==> config.mk <==
export PLATFORM = sky130hd
export DESIGN_NAME = rggen_register_access_arbiter
export DESIGN_NICKNAME = d
export VERILOG_FILES = /design/src/rtl/rggen_register_access_arbiter.sv
export SDC_FILE = /design/constraint.sdc
export NUM_CORES = 1
export LEC_CHECK = 0
export CAP_MARGIN = 20
export CORE_MARGIN = 8
export CORE_UTILIZATION = 30
export CTS_CLUSTER_SIZE = 28
export DETAILED_ROUTE_END_ITERATION = 10
export PLACE_DENSITY = 0.61
export RECOVER_POWER = 100
export SYNTH_ARGS = -nofsm -noshare
export SYNTH_HDL_FRONTEND = slang
export SYNTH_SLANG_ARGS = --single-unit
==> constraint.sdc <==
create_clock -name i_clk -period 1.8 [get_ports i_clk]
set_input_delay 0.36 -clock i_clk [delete_from_list [all_inputs] [get_ports i_clk]]
set_output_delay 0.36 -clock i_clk [all_outputs]
set_load 0.005 [all_outputs]
==> src/rtl/rggen_register_access_arbiter.sv <==
// rggen_register_access_arbiter: round-robin arbiter sharing one register access port
// among several hosts, with one outstanding access at a time.
module rggen_register_access_arbiter #(
  parameter int REQUESTERS    = 2,
  parameter int ADDRESS_WIDTH = 8,
  parameter int DATA_WIDTH    = 32
)(
  input  logic                             i_clk,
  input  logic                             i_rst_n,
  input  logic [REQUESTERS-1:0]            i_request_valid,
  output logic [REQUESTERS-1:0]            o_request_ready,
  input  logic [REQUESTERS*ADDRESS_WIDTH-1:0] i_request_address,
  input  logic [REQUESTERS-1:0]            i_request_write,
  input  logic [REQUESTERS*DATA_WIDTH-1:0] i_request_write_data,
  input  logic [REQUESTERS*DATA_WIDTH-1:0] i_request_mask,
  output logic [REQUESTERS-1:0]            o_response_valid,
  output logic [DATA_WIDTH-1:0]            o_response_read_data,
  output logic                             o_response_error,
  output logic                             o_access_valid,
  output logic [ADDRESS_WIDTH-1:0]         o_access_address,
  output logic                             o_access_write,
  output logic [DATA_WIDTH-1:0]            o_access_write_data,
  output logic [DATA_WIDTH-1:0]            o_access_mask,
  input  logic                             i_access_ready,
  input  logic [DATA_WIDTH-1:0]            i_access_read_data,
  input  logic                             i_access_error
);
  localparam int PW = (REQUESTERS > 1) ? $clog2(REQUESTERS) : 1;
  typedef enum logic [1:0] {IDLE, ACCESS, RESPONSE} state_e;
  state_e                state;
  state_e                state_next;
  logic [PW-1:0]         ptr;
  logic [PW-1:0]         idx;
  logic [PW-1:0]         grant;
  logic [PW-1:0]         owner;
  logic                  found;
  logic                  handshake;
  logic [DATA_WIDTH-1:0] read_data;
  logic                  error;
  // Walk downwards so the candidate closest to the pointer is the last to win.
  always_comb begin
    idx   = '0;
    grant = '0;
    found = 1'b0;
    for (int i = REQUESTERS - 1; i >= 0; i--) begin
      idx = PW'((int'(ptr) + i) % REQUESTERS);
      if (i_request_valid[idx]) begin
        grant = idx;
        found = 1'b1;
      end
    end
  end
  assign handshake = (state == IDLE) && found;
  always_comb begin
    state_next = (state == IDLE)   ? (found ? ACCESS : IDLE) :
                 (state == ACCESS) ? (i_access_ready ? RESPONSE : ACCESS) : IDLE;
  end
  always_ff @(posedge i_clk or negedge i_rst_n) begin
    if (!i_rst_n) state <= IDLE;
    else          state <= state_next;
  end
  always_ff @(posedge i_clk or negedge i_rst_n) begin
    if (!i_rst_n) begin
      ptr                 <= '0;
      owner               <= '0;
      o_access_address    <= '0;
      o_access_write      <= 1'b0;
      o_access_write_data <= '0;
      o_access_mask       <= '0;
      read_data           <= '0;
      error               <= 1'b0;
    end else begin
      if (handshake) begin
        owner               <= grant;
        o_access_address    <= i_request_address[grant*ADDRESS_WIDTH +: ADDRESS_WIDTH];
        o_access_write      <= i_request_write[grant];
        o_access_write_data <= i_request_write_data[grant*DATA_WIDTH +: DATA_WIDTH];
        o_access_mask       <= i_request_mask[grant*DATA_WIDTH +: DATA_WIDTH];
      end
      if ((state == ACCESS) && i_access_ready) begin
        read_data <= o_access_write ? '0 : i_access_read_data;
        error     <= i_access_error;
      end
      if (state == RESPONSE) ptr <= (int'(owner) + 1 >= REQUESTERS) ? '0 : owner + 1'b1;
    end
  end
  // Ready is gated by reset so it is 0 the instant reset asserts.
  assign o_request_ready      = (i_rst_n && handshake) ? REQUESTERS'(1) << grant : '0;
  assign o_access_valid       = state == ACCESS;
  assign o_response_valid     = (state == RESPONSE) ? REQUESTERS'(1) << owner : '0;
  assign o_response_read_data = (state == RESPONSE) ? read_data : '0;
  assign o_response_error     = (state == RESPONSE) && error;
endmodule

==> flow_metrics.env <==
export IMPL_status="finished, violations left"
export IMPL_violations="setup timing"
export IMPL_initial_core_util_pct=30.5
export IMPL_synth_xor_xnor_area_share_pct=0
export IMPL_top_layer_used="met4"
export IMPL_path_cells="nor2b_4 > buf_12 > buf_16 > buf_12 > and2_4 > buf_6"
export IMPL_fin_ws_ps=-96.0
export IMPL_synth_common_cells="dfrtp_1, o21ai_0, a21oi_1, a31oi_1, nand3_1"
export IMPL_hold_buffers=0
export IMPL_finalCritPeriodShare_pct=105
export IMPL_ys_ff_latch=110
export IMPL_synthAdderAreaFrac_pct=0
export IMPL_synthSimpleGateAreaFrac_pct=18.0
export IMPL_io_buffer_count=294
export IMPL_setup_violations=29
export IMPL_final_min_clock_period_ps=1900
export IMPL_place_congestion=0.815
export IMPL_slew_headroom_pct=0.00704
export IMPL_nets=1082
export IMPL_synth_top_area_share_pct=50.2
export IMPL_fmax_ghz=0.527
export IMPL_total_power_mw=12.6
export IMPL_drv_slew=0
export IMPL_slowest_stage="dfrtp_2"
export IMPL_cts_path_max_buffers=2
export IMPL_first_global_vias=5861
export IMPL_drt_total_wl_um=22600
export IMPL_worst_hold_path_type="reg -> reg"
export IMPL_critical_path_max_fanout=6
export IMPL_synth_ff_type="dfrtp_1"
export IMPL_synthMuxAreaShare_pct=0.205
export IMPL_cp_slowest_stage_delay_ps=450
export IMPL_fin_util_pct=51.8
export IMPL_pin_count=295
export IMPL_die_area_um2=22800
export IMPL_clkTransAtPathRegs_ps=80
export IMPL_post_drt_wl_per_cell_um=19.9
export IMPL_antenna_found_initial=1
export IMPL_endpoint_kind="output pin"
export IMPL_clock_sinks=110
export IMPL_syn_avg_cell_area_um2=8.81
export IMPL_drc=0
export IMPL_irDropWorstVdd_uv=611
export IMPL_cts_tree="built"
export IMPL_via_per_inst=5.11
export IMPL_met1_length_um=9330
export IMPL_synth_top_family_by_area="compound AO/OA/AOI/OAI gates"
export IMPL_num_vias=5788
export IMPL_grt_pass1_wl_um=34300
export IMPL_drive_above_1_share_pct=15.4
export IMPL_cts_inserted_buffers=9
export IMPL_yosys_warnings=0
export IMPL_synth_edf_count=0
export IMPL_grt_usage_pct=19.3
export IMPL_synth_top_area_cell="dfrtp_1"
export IMPL_overflow=0
export IMPL_mappedNetlistNets=806
export IMPL_drt_initial_drc_count=414
export IMPL_core_area_um2=18000
export IMPL_maxCapViolations=0
export IMPL_synthCells=622
export IMPL_tightest_slew_ps=1500
export IMPL_cp_arrival_ps=1540
export IMPL_synth_seq_area_share_pct=50.2
export IMPL_rsz0062_at_grt="true"
export IMPL_post_synth_top_count_cell="dfrtp_1"
export IMPL_die_h_um=151
export IMPL_route_met3_wl_um=1900
export IMPL_cts_root_buffer="clkbuf_16"
export IMPL_areaGrowthSynthToFinish_pct=69.7
export IMPL_worstPathRequired_ps=1440
export IMPL_fp_row_count=49
export IMPL_p_leak_nw=3.71
export IMPL_htree_levels=3
export IMPL_drtAntennaViolNets=0
export IMPL_dr_pass1_iters=4
export IMPL_yosysUniqueCellTypes=26
export IMPL_grt_max_degree=111
export IMPL_power_density_nw_per_um2=1360
export IMPL_synth_compound_area_share_pct=24.8
export IMPL_finClkSkew_ps=6.21
export IMPL_final_hold_violation_count=0
export IMPL_wl_met2_um=10700
export IMPL_start_kind="flip-flop"
export IMPL_hpwl_um=15200
export IMPL_ys_async_sr_fraction_pct=100
export IMPL_worstSetupPathType="reg -> out"
export IMPL_die_width_um=151
export IMPL_clock_latency_ps=360
export IMPL_netlist_top_cells_area="dfrtp_1, a31oi_1, o21ai_0, a21oi_1, nand3_1"
export IMPL_synth_area_um2=5480
export IMPL_cpMostUsedCell="buf_12"
stage by stage:
| step | cell area, um^2 | hold WS, ps | instances | setup TNS (ps) | setup WS, ps |
|---|---|---|---|---|---|
| 6_report | 9300 | 477 | 1133 | -863 | -96.0 |
| 5_1_grt | 9300 | 499 | 1133 | -5920 | -162 |
| 4_1_cts | 9130 | 178 | 1131 | -2510 | -129 |
| 3_5_place_dp | 8670 | 467 | 1105 | -16030 | -344 |
| 3_3_place_gp | 8670 | 458 | 1105 | -13790 | -349 |
| 2_1_floorplan | 5480 | 64.4 | 622 | 0 | 371 |
critical path: cells and delay by family, from the launching register on:
| family | cells | cell delay [ps] |
|---|---|---|
| buffers and inverters | 4 | 440 |
| flip-flops | 1 | 450 |
| AND/OR/NAND/NOR | 2 | 280 |
cells by family (layout without fill, tap and decap cells):
| logic type | Yosys count | in the layout |
|---|---|---|
| compound gates | 253 | 253 |
| simple gates | 186 | 186 |
| flops | 110 | 110 |
| buf+inv | 72 | 353 |
| mux | 1 | 1 |
| other cells | 0 | 1 |
metal layers:
metal	vias to the layer above	track usage, %
met4	0	7.72
met2	226	30.2
met3	36	5.92
li1	2778	-
met5	-	0
met1	2748	24.2
layout make-up:
type | instances | area [um^2]
fill | 1744 | 8660
timing repair buffer | 334 | 3460
clock buffer | 9 | 225
clock inverter | 7 | 71.3
sequential | 110 | 2750
multi-input combinational | 440 | 2490
tap | 229 | 287
inverter | 3 | 11.3
antenna | 1 | 2.50
state kept, by name, summed over array words and instances (netlist names):
| name | count |
|---|---|
| o_access_write | 1 |
| read_data | 32 |
| o_access_mask | 32 |
| owner | 1 |
| error | 1 |
| ptr | 1 |
| state | 2 |
| o_access_address | 8 |
| o_access_write_data | 32 |
where the power goes:
group | internal [mW] | switching (mW) | total [mW]
sequential | 3.71 | 0.650 | 4.36
combinational | 3.26 | 2.93 | 6.19
clock | 1.09 | 1.00 | 2.09
total | 8.06 | 4.58 | 12.6
cells in the final DEF (no fill, tap or decap), types with 2 or more instances in the layout:
cell type and instances:
buf_6 41, clkdlybuf4s50_1 181, and2_1 2, clkbuf_16 10, buf_8 2, nor2_1 2
buf_4 16, o21ai_1 17, buf_16 2, clkinv_2 3, and2_4 33, inv_2 2
dfrtp_1 109, nand3_1 73, o21ai_0 89, inv_6 3, a31oi_1 73, clkbuf_1 2
nor2b_4 3, buf_12 9, a21oi_1 73, nand2b_1 33, nand2_1 32, dlygate4sd3_1 73
clkbuf_2 2, buf_2 4
path summary, 6_finish.rpt:
| check | start | slack [ps] | cells past startpoint | end |
|---|---|---|---|---|
| setup reg to reg | state[0] | 60 | 7 | o_access_write_data[30] |
| hold / removal | read_data[20] | 480 | 2 | read_data[20] |
| max in group asynchronous | i_rst_n | 170 | 2 | state[0] |
| hold reg to reg | read_data[20] | 480 | 2 | read_data[20] |
| min in group asynchronous | i_rst_n | 630 | 2 | o_access_mask[14] |
| setup / recovery | state[0] | -100 | 6 | o_response_read_data[26] |
timing repair:
| action | 4_1_cts | 5_1_grt |
|---|---|---|
| pin swaps | 9 | 26 |
| setup buffers | 7 | 3 |
| gates resized for setup | 191 | 50 |
| hold endpoints to repair | 0 | 0 |
| setup endpoints to repair | 78 | 103 |
| cloned | 3 | 1 |
(Power assumes the default switching activity.)
